File: src/rtl/qtree_bool_serializer_pkg.sv
// Shared types for the QTree_Bool serializer: tag encoding, node word layout,
// traversal stack entry and FSM state encoding.
package qtree_bool_ser_package;

    localparam int QT_ADDR_W = 16;
    localparam int QT_NODE_W = 2 + 4 * QT_ADDR_W;
    localparam int QT_IDX_W  = 3;

    typedef logic [1:0]           tag_t;
    typedef logic [QT_ADDR_W-1:0] addr_t;
    typedef logic [QT_NODE_W-1:0] node_t;

    localparam tag_t TAG_QNONE  = 2'd0;
    localparam tag_t TAG_QVAL   = 2'd1;
    localparam tag_t TAG_QNODE  = 2'd2;
    localparam tag_t TAG_QERROR = 2'd3;

    // idx counts children already visited; it reaches 4 once all are done.
    typedef struct packed {
        node_t                word;
        logic [QT_IDX_W-1:0]  idx;
    } stack_entry_t;

    typedef enum logic [2:0] {
        IDLE,
        REQ,
        RESP,
        EMIT,
        ADVANCE
    } ser_state_t;

    function automatic tag_t nodeTag(input node_t w);
        return w[1:0];
    endfunction

    function automatic addr_t childPtr(input node_t w, input logic [1:0] k);
        return w[2 + QT_ADDR_W * k +: QT_ADDR_W];
    endfunction

    // A parent beat carries only its tag; pointers are meaningless downstream.
    function automatic node_t zeroChildren(input node_t w);
        node_t z;
        z      = '0;
        z[1:0] = w[1:0];
        return z;
    endfunction

endpackage

File: src/rtl/qtree_bool_serializer_stack.sv
// Traversal LIFO of QNode ancestors. Storage is registered; the top entry is
// visible combinationally so the FSM can act on it in the same cycle.
module qtree_ser_stack
    import qtree_bool_ser_package::*;
#(
    parameter  int DEPTH = 16,
    localparam int SP_W  = $clog2(DEPTH + 1),
    localparam int IDX_W = (DEPTH > 1) ? $clog2(DEPTH) : 1
) (
    input  logic         clk,
    input  logic         reset,
    input  logic         clear,
    input  logic         push,
    input  stack_entry_t pushEntry,
    input  logic         pop,
    input  logic         updTop,
    input  stack_entry_t updEntry,
    output stack_entry_t top,
    output logic [SP_W-1:0] count,
    output logic         full,
    output logic         empty
);

    stack_entry_t    mem [DEPTH];
    logic [SP_W-1:0] spReg;
    logic [IDX_W-1:0] topIdx;

    always_ff @(posedge clk) begin
        for (int i = 0; i < DEPTH; i++) begin
            if (push && !full && spReg == SP_W'(i)) begin
                mem[i] <= pushEntry;
            end else if (updTop && spReg == SP_W'(i + 1)) begin
                mem[i] <= updEntry;
            end
        end
    end

    always_ff @(posedge clk) begin
        if (reset || clear) begin
            spReg <= '0;
        end else if (push && !full) begin
            spReg <= spReg + SP_W'(1);
        end else if (pop && !empty) begin
            spReg <= spReg - SP_W'(1);
        end
    end

    assign full   = (spReg == SP_W'(DEPTH));
    assign empty  = (spReg == '0);
    assign count  = spReg;
    assign topIdx = empty ? '0 : IDX_W'(spReg - SP_W'(1));
    assign top    = mem[topIdx];

endmodule

File: src/rtl/qtree_bool_serializer.sv
// Post-order serializer: walks a heap-resident QTree_Bool from a root pointer
// and streams every node word, children 0..3 before their parent.
module qtree_bool_serializer
    import qtree_bool_ser_package::*;
#(
    parameter int ADDR_W    = QT_ADDR_W,
    parameter int NODE_W    = QT_NODE_W,
    parameter int MAX_DEPTH = 16
) (
    input  logic              clk,
    input  logic              reset,
    input  logic [ADDR_W-1:0] root_data,
    input  logic              root_valid,
    output logic              root_ready,
    output logic [ADDR_W-1:0] rd_addr,
    output logic              rd_addr_valid,
    input  logic              rd_addr_ready,
    input  logic [NODE_W-1:0] rd_data,
    input  logic              rd_data_valid,
    output logic              rd_data_ready,
    output logic [NODE_W-1:0] o_tdata,
    output logic              o_tvalid,
    input  logic              o_tready,
    output logic              o_tlast,
    output logic              busy,
    output logic              overflow
);

    localparam int SP_W = $clog2(MAX_DEPTH + 1);

    ser_state_t          stateReg, stateNext;
    logic [ADDR_W-1:0]   rdAddrReg, rdAddrNext;
    logic [NODE_W-1:0]   tdataReg, tdataNext;
    logic                tlastReg, tlastNext;
    logic                overflowReg, overflowNext;
    logic                rootReadyReg, rdAddrValidReg, rdDataReadyReg;
    logic                tvalidReg, busyReg;

    stack_entry_t        pushEntry, updEntry, topEntry;
    logic                stkPush, stkPop, stkUpd, stkClear;
    logic                stkFull, stkEmpty;
    logic [SP_W-1:0]     stkCount;
    logic [QT_IDX_W-1:0] nextIdx;
    node_t               respWord;

    assign respWord = rd_data;

    qtree_ser_stack #(
        .DEPTH(MAX_DEPTH)
    ) u_stack (
        .clk      (clk),
        .reset    (reset),
        .clear    (stkClear),
        .push     (stkPush),
        .pushEntry(pushEntry),
        .pop      (stkPop),
        .updTop   (stkUpd),
        .updEntry (updEntry),
        .top      (topEntry),
        .count    (stkCount),
        .full     (stkFull),
        .empty    (stkEmpty)
    );

    always_comb begin
        stateNext      = stateReg;
        rdAddrNext     = rdAddrReg;
        tdataNext      = tdataReg;
        tlastNext      = 1'b0;
        overflowNext   = overflowReg;
        stkPush        = 1'b0;
        stkPop         = 1'b0;
        stkUpd         = 1'b0;
        stkClear       = 1'b0;
        pushEntry.word = respWord;
        pushEntry.idx  = '0;
        nextIdx        = topEntry.idx + QT_IDX_W'(1);
        updEntry       = topEntry;
        updEntry.idx   = nextIdx;

        case (stateReg)
            IDLE: begin
                if (root_valid && rootReadyReg) begin
                    rdAddrNext = root_data;
                    stateNext  = REQ;
                end
            end
            REQ: begin
                if (rd_addr_ready) begin
                    stateNext = RESP;
                end
            end
            RESP: begin
                if (rd_data_valid) begin
                    if (nodeTag(respWord) == TAG_QNODE) begin
                        if (stkFull) begin
                            // Tree deeper than the stack: abandon it without a tlast.
                            overflowNext = 1'b1;
                            stkClear     = 1'b1;
                            stateNext    = IDLE;
                        end else begin
                            stkPush    = 1'b1;
                            rdAddrNext = childPtr(respWord, 2'd0);
                            stateNext  = REQ;
                        end
                    end else begin
                        tdataNext = rd_data;
                        tlastNext = stkEmpty;
                        stateNext = EMIT;
                    end
                end
            end
            EMIT: begin
                tlastNext = tlastReg;
                if (o_tready) begin
                    tlastNext = 1'b0;
                    stateNext = stkEmpty ? IDLE : ADVANCE;
                end
            end
            ADVANCE: begin
                if (nextIdx < QT_IDX_W'(4)) begin
                    stkUpd     = 1'b1;
                    rdAddrNext = childPtr(topEntry.word, nextIdx[1:0]);
                    stateNext  = REQ;
                end else begin
                    stkPop    = 1'b1;
                    tdataNext = zeroChildren(topEntry.word);
                    tlastNext = (stkCount == SP_W'(1));
                    stateNext = EMIT;
                end
            end
            default: begin
                stateNext = IDLE;
            end
        endcase
    end

    // Handshake outputs are decoded from the next state so they are true flops.
    always_ff @(posedge clk) begin
        if (reset) begin
            stateReg       <= IDLE;
            rdAddrReg      <= '0;
            tdataReg       <= '0;
            tlastReg       <= 1'b0;
            overflowReg    <= 1'b0;
            rootReadyReg   <= 1'b1;
            rdAddrValidReg <= 1'b0;
            rdDataReadyReg <= 1'b0;
            tvalidReg      <= 1'b0;
            busyReg        <= 1'b0;
        end else begin
            stateReg       <= stateNext;
            rdAddrReg      <= rdAddrNext;
            tdataReg       <= tdataNext;
            tlastReg       <= tlastNext;
            overflowReg    <= overflowNext;
            rootReadyReg   <= (stateNext == IDLE);
            rdAddrValidReg <= (stateNext == REQ);
            rdDataReadyReg <= (stateNext == RESP);
            tvalidReg      <= (stateNext == EMIT);
            busyReg        <= (stateNext != IDLE);
        end
    end

    assign root_ready    = rootReadyReg;
    assign rd_addr       = rdAddrReg;
    assign rd_addr_valid = rdAddrValidReg;
    assign rd_data_ready = rdDataReadyReg;
    assign o_tdata       = tdataReg;
    assign o_tvalid      = tvalidReg;
    assign o_tlast       = tlastReg;
    assign busy          = busyReg;
    assign overflow      = overflowReg;

endmodule

File: config.mk
export PLATFORM = sky130hd
export DESIGN_NAME = qtree_bool_serializer
export DESIGN_NICKNAME = d
export VERILOG_FILES = /design/src/rtl/qtree_bool_serializer_pkg.sv /design/src/rtl/qtree_bool_serializer_stack.sv /design/src/rtl/qtree_bool_serializer.sv
export SDC_FILE = /design/constraint.sdc
export NUM_CORES = 2
export LEC_CHECK = 0
export ABC_AREA = 1
export CORE_UTILIZATION = 30
export DETAILED_ROUTE_END_ITERATION = 12
export SETUP_SLACK_MARGIN = 0.02
export SLEW_MARGIN = 0
export SYNTH_ARGS = -nofsm -noshare
export SYNTH_HDL_FRONTEND = slang
export SYNTH_SLANG_ARGS = --single-unit
File: constraint.sdc
create_clock -name clk -period 17 [get_ports clk]
set_input_delay 3.4 -clock clk [delete_from_list [all_inputs] [get_ports clk]]
set_output_delay 3.4 -clock clk [all_outputs]
set_load 0.01 [all_outputs]
# After elaboration in Yosys (flattened, before gate mapping)
# Memories as Yosys holds them, arrays and structs flattened.
# Index checks and enable logic that the tools add are counted.
dict set report totals {
  regBits 97
  ramBits 1104
  input_bits 88
  word_cells 309
  memories 1
}
# name words width read_ports rd_ports_with_merged_regs wr line
set mem_list {}
lappend mem_list {u_stack.mem 16 69 1 0 1 qtree_bool_serializer_stack.sv:24} ;# stack_entry_t mem [DEPTH];
dict set report classes {
  n_addsub 4
  order_cmp 1
  n_eq_ne 32
  shift 1
  n_mux 180
  bitwise_logic 16
  reduce_logical 63
}
# operator n
set op_table {}
lappend op_table {{$mux W69} 31}
lappend op_table {{$reduce_or A69 Y1} 15}
lappend op_table {{$mux W66} 3}
lappend op_table {{$pmux W66 S2} 1}
lappend op_table {{$mux W1} 112}
lappend op_table {{$mux W16} 5}
lappend op_table {{$shiftx A66 B8 Y16} 1}
lappend op_table {{$mux W4} 16}
lappend op_table {{$pmux W16 S3} 1}
lappend op_table {{$eq A5 B4 Y1 const B} 8}
lappend op_table {{$logic_and A1 B1 Y1} 35}
lappend op_table {{$eq A5 B3 Y1 const B} 4}
lappend op_table {{$mux W3} 6}
lappend op_table {{$ne A2 B2 Y1 const B} 8}
lappend op_table {{$or A1 B1 Y1} 16}
lappend op_table {{$pmux W3 S5} 1}
lappend op_table {{$eq A3 B2 Y1 const B} 4}
lappend op_table {{$eq A5 B2 Y1 const B} 2}
lappend op_table {{$mux W5} 2}
lappend op_table {{$reduce_and A4 Y1} 2}
lappend op_table {{$add A2 B6 Y7 const A} 1}
lappend op_table {{$eq A3 B1 Y1 const B} 2}
lappend op_table {{$logic_not A3 Y1} 2}
lappend op_table {{$reduce_and A6 Y1} 1}
lappend op_table {{other kinds (15)} 18}

# Depth between registers and ports, before layout
# An unclocked memory read counts as a cell.
dict set report logic_depth {
  word_depth 28
  mapped_depth 33
}

# Cells and area by module
# Synthesis repeated with hierarchy kept, for this count alone.
dict set report hier_totals {
  hier_cells 7957
  area_unflattened_um2 64894.7
}
# module instances cells_each area_per_inst_um2 seq_area_each_um2
set modules_own_cells {}
lappend modules_own_cells {qtree_ser_stack 1 7284 60446.7 33251.9}
lappend modules_own_cells {qtree_bool_serializer 1 673 4448.0 1841.8}

# Worst setup path after synthesis
# No wires, ideal clock.
dict set report synth_path {
  kind {input to register}
  startpoint {in rd_data[1]}
  endpoint {mem u_stack.mem[0][0] in the netlist's numbering, enable pin}
  setup_ps 591
  t_arrival_ps 8691
  required_time_ps 16409
  path_slack_ps 7717
  cell_stages 4
  cell_sequence {clkinv_1 nor2_1 nand2_1 o21ai_0}
}
dict set report synth_between {
  elab_chain_len 25
  elab_cells_between_ends 146
  classes_between {eq/ne: 1; mux: 97; bitwise: 16; reduce/logical: 32}
}
# item line
set synth_lines {}
lappend synth_lines {{from (decl)} qtree_bool_serializer.sv:18} ;# input logic [NODE_W-1:0] rd_data,
lappend synth_lines {{$eq A2 B2 Y1 *} qtree_bool_serializer.sv:95} ;# if (nodeTag(respWord) == TAG_QNODE) begin
lappend synth_lines {{$mux W1 *} qtree_bool_serializer.sv:95}
lappend synth_lines {{$mux W1 *} qtree_bool_serializer.sv:94} ;# if (rd_data_valid) begin
lappend synth_lines {{$mux W1 *} qtree_bool_serializer.sv:81} ;# case (stateReg)
lappend synth_lines {{$logic_and A1 B1 Y1 *} qtree_bool_serializer_stack.sv:30} ;# if (push && !full && spReg == SP_W'(i)) begin
lappend synth_lines {{$logic_and A1 B1 Y1} qtree_bool_serializer_stack.sv:30}
lappend synth_lines {{$mux W1} qtree_bool_serializer_stack.sv:30}
lappend synth_lines {{$mux W1, on equally long branches} {qtree_bool_serializer_stack.sv:31, qtree_bool_serializer_stack.sv:33}}
lappend synth_lines {{$or A1 B1 Y1 (no line)} -}
lappend synth_lines {{$reduce_or A69 Y1 (no line)} -}
lappend synth_lines {{$mux W4 (no line) or $mux W1 (tied branches) (15 in a row)} -}
lappend synth_lines {{to (decl)} qtree_bool_serializer_stack.sv:24}
# Every way passes the cells marked *; elsewhere a longest branch is shown, timed or not.

# Worst setup path after layout
dict set report layout_path {
  startpoint {reg u_stack.spReg[0], in the netlist u_stack.count[0]}
  endpoint {mem u_stack.mem[9][46] in the netlist's numbering, enable pin}
}
dict set report layout_between {
  elab_chain_len 28
  elab_cells_between_ends 203
  classes_between {add/sub: 2; order compare: 1; eq/ne: 16; mux: 117; bitwise: 16; reduce/logical: 50; memory: 1}
}
# item line
set layout_lines {}
lappend layout_lines {{from (decl)} qtree_bool_serializer_stack.sv:25} ;# logic [SP_W-1:0] spReg;
lappend layout_lines {{from (signal assigned)} qtree_bool_serializer_stack.sv:42} ;# spReg <= spReg + SP_W'(1);
lappend layout_lines {{from (signal assigned)} qtree_bool_serializer_stack.sv:44} ;# spReg <= spReg - SP_W'(1);
lappend layout_lines {{$sub A5 B1 Y5 or $logic_not A5 Y1 (tied branches)} -}
lappend layout_lines {{$mux W4} qtree_bool_serializer_stack.sv:51} ;# assign topIdx = empty ? '0 : IDX_W'(spReg - SP_W'(1));
lappend layout_lines {{$mem_v2 Z16 W69} -}
lappend layout_lines {{$add A3 B1 Y3} qtree_bool_serializer.sv:77} ;# nextIdx = topEntry.idx + QT_IDX_W'(1);
lappend layout_lines {{$lt A3 B3 Y1} qtree_bool_serializer.sv:121} ;# if (nextIdx < QT_IDX_W'(4)) begin
lappend layout_lines {{$mux W1} qtree_bool_serializer.sv:121}
lappend layout_lines {{$mux W1} qtree_bool_serializer.sv:81}
lappend layout_lines {{$logic_and A1 B1 Y1} qtree_bool_serializer_stack.sv:32} ;# end else if (updTop && spReg == SP_W'(i + 1)) begin
lappend layout_lines {{$mux W1} qtree_bool_serializer_stack.sv:32}
lappend layout_lines {{$mux W1} qtree_bool_serializer_stack.sv:30}
lappend layout_lines {{$mux W1 (implied by the code)} qtree_bool_serializer_stack.sv:33} ;# mem[i] <= updEntry;
lappend layout_lines {{$or A1 B1 Y1 (no line)} -}
lappend layout_lines {{$reduce_or A69 Y1 (no line)} -}
lappend layout_lines {{$mux W4 (no line) or $mux W1 (tied branches) (15 in a row)} -}
# Parallel ways exist; a longest one is shown, timed or not.

==> run summary <==
status = finished, final reports clean
warnings from Yosys = 0
CP bufs+invs = 7
FF-to-FF End = u_stack.mem[9][46]
Syn-to-layout area delta = 11.4%
Final Hold Vio Count = 0
WP data required = 17390 ps
H-tree levels = 3
cell depth of the worst flop-to-flop path = 21
library cells used by synthesis = 37
post-DR wirelength/cell = 22.7 um
layout cell share with drive strength beyond 1 = 4.71%
nature of the critical path endpoint = register
main flop type after synthesis = edfxtp_1
DR DRC count = 0
crit-path leading delay family = simple AND/OR/NAND/NOR gates
maxcap violations = 0
Clk Latency, worst-skew pair = 780 ps
Vias = 50300
die area = 201000 um^2
Row Count = 163
RD Place Congestion = 0.901
DRT iter0 DRCs = 7210
share of the synthesized area in the top cell type = 55.3%
CTS Hold Bufs = 0
largest net degree at the start of global routing = 138
hpwl dp = 115000 um
initial antenna violation count = 2
Clock transition at path regs = 60 ps
Worst EP arrival = 8720 ps
Worst slew margin = 12.5%
clock sink count = 1201
commonest cells in the netlist = nand2_1 (2400), edfxtp_1 (1104), nand3_1 (1103), o21ai_0 (707), clkbuf_1 (415)
first-pass GRT wire length = 311000 um
vias in the first global route = 46800
critical path depth = 21
Critical Path Max Stage Delay = 1120 ps
DP Area = 63000 um^2
total global routing track utilization = 20.2%
CTS max path bufs = 3
fin area = 66700 um^2
Starting Density = 30.3%
Die Y = 449 um
FF+latch count, synth = 1201
post-cts resize count = 0
crit-path max FO = 135
Slew Limit Fails = 0
number of port buffers = 176
vias per cell = 5.41
EDFF count, synth = 1104
IR drop worst, VDD = 86.8 uV
antenna viol nets, final = 0
Synth area leader = edfxtp_1
CP Cell Sequence = inv_8, ha_1, inv_1, nor2_1, nand2_4, nand2_8, inv_8, buf_4, nor2_1, o311ai_0, nand3_1, nand2_1, ha_1, inv_1, nand2_1, nand2_2, nor2_4, buf_4, nand2_8, nand2_4, buf_4
Die X-Extent = 449 um
core area = 198000 um^2
syn_area_per_cell = 8.73 um^2
DRT Wirelength = 211000 um
Critical path destination = u_stack.mem[9][46]
async set-reset flop share out of synthesis = 0%
I/O Pins = 177
RSZ-0062 raised after global routing = false
R2R Setup Slk = 8670 ps
RR Startpoint = u_stack.count[0]
HP Class = register to register
crit path max-delay cell type = nand2_4
Clock Skews = 37.9 ps
WS Path Type = register to register
Post-Syn Area = 59900 um^2
overflow left after global routing = 0
Tcrit/Tclk final = 49.0%
final setup violation count = 0
DR pass1 iterations = 7
worst slew pin tran = 1310 ps
Synth Instances = 6862
CTS buffer count = 120
most numerous cell in the Yosys netlist = nand2_1
Post-Route Utilization = 33.7%
min Tclk post-route = 8330 ps
CTS tree = built
PD cells = 103 nW/um^2
crit-path most repeated cell = buf_4
Post-CTS Setup Bufs = 0
synth top area cells = edfxtp_1 (55%), nand2_1 (15%), nand3_1 (9.2%), o21ai_0 (5.9%), dfxtp_1 (3.2%)
Leak = 0.0261 uW
fmax = 0.120 GHz
Startpoint Class = register
root buf cell = clkbuf_16
Seq/Total Area, Yosys = 58.6%
nets@finish = 6655
CP startpoint = u_stack.count[0]
Setup TNS = 0 ps
cell families (layout without fill, tap and decap cells):
logic type      Yosys count  in the layout  synth area share [%]
other cells               1             17               0.00626
fa+ha+maj                 7              7                 0.146
flops                  1201           1201                  58.6
xor+xnor                  4              4                0.0585
buf+inv                 780            563                  5.54
simple gates           3683           3683                  25.6
compound gates         1186           1186                  10.0
cell type report:
class | count | area, um^2
Clock inverter | 74 | 577
Tap cell | 2640 | 3300
Fill cell | 20200 | 131000
Timing Repair Buffer | 270 | 2470
Multi-Input combinational cell | 4896 | 21800
Inverter | 71 | 298
Clock buffer | 148 | 3160
Antenna cell | 1 | 2.50
Sequential cell | 1201 | 35100
flip-flops by register name, summed over array words and instances, names as in the netlist:
signal         cells
busy               1
o_tdata           66
o_tlast            1
o_tvalid           1
overflow           1
rd_addr           16
rd_addr_valid      1
rd_data_ready      1
root_ready         1
stateReg           3
u_stack.count      5
u_stack.mem     1104
metal layers:
metal  share of wire (%)  wire length, um  global-route usage [%]
met1                  40            85600                    27.7
met2                  46            96700                    32.3
met3                  11            22200                    3.37
met4                 3.2             6740                    6.50
met5              0.0062               13                       0
per-stage QoR:
step	instances	hold slack (ps)	power (uW)	worst slack, ps
4_1_cts	9300	462	6860	8710
3_5_place_dp	9078	454	4290	8730
2_1_floorplan	6877	474	3880	7720
5_1_grt	9300	473	7060	8370
3_3_place_gp	9078	449	4280	8680
6_report	9301	460	6870	8670
worst register-to-register path: stages (launching register included):
cell and delay (ps):
dfxtp_1 530, inv_8 290, ha_1 360, inv_1 100, nor2_1 70, nand2_4 350
nand2_8 390, inv_8 620, buf_4 720, nor2_1 120, o311ai_0 420, nand3_1 180
nand2_1 140, ha_1 180, inv_1 70, nand2_1 90, nand2_2 130, nor2_4 100
buf_4 540, nand2_8 780, nand2_4 1120, buf_4 610
report_power, final:
part | leakage (uW) | internal [uW] | switching, uW | total, uW
combinational | 0.0137 | 242 | 760 | 1000
clock | 0.00183 | 1410 | 1210 | 2620
sequential | 0.0107 | 3240 | 9.98 | 3250
total | 0.0261 | 4890 | 1980 | 6870
cell usage in the layout (no fill, tap or decap), types with 2 or more instances in the layout:
cell             instances
nor3_1                   2
clkdlybuf4s50_1        175
inv_16                   2
nand2_2                  3
clkbuf_16              121
nand2_8                 12
xor2_1                   4
inv_2                    4
o21ai_0                706
nor2_1                 150
edfxtp_1              1104
bufinv_16                6
nor2_4                   3
clkinv_16                2
inv_6                    5
ha_1                     7
dfxtp_1                 97
clkbuf_8                 3
clkbuf_1                24
inv_8                    3
o21ai_1                341
nand3b_1                 3
nand3_1               1103
a21oi_1                118
buf_4                   93
nand2_4                 24
o221ai_1                 6
o311ai_0                 3
nand2_1               2378
o211ai_1                 6
clkinv_1                38
clkinv_2                22
conb_1                  16
inv_1                   59
worst min-delay path by stage:
stage	end	cells past startpoint	start
after floorplan	overflow	2	overflow
after global placement	o_tdata[63]	2	o_tdata[63]
after detailed placement	o_tdata[18]	2	o_tdata[18]
after CTS	o_tdata[18]	2	o_tdata[18]
after global routing	o_tdata[20]	2	o_tdata[20]
final	o_tdata[18]	2	o_tdata[18]
Power figures use the tool's default switching activity.
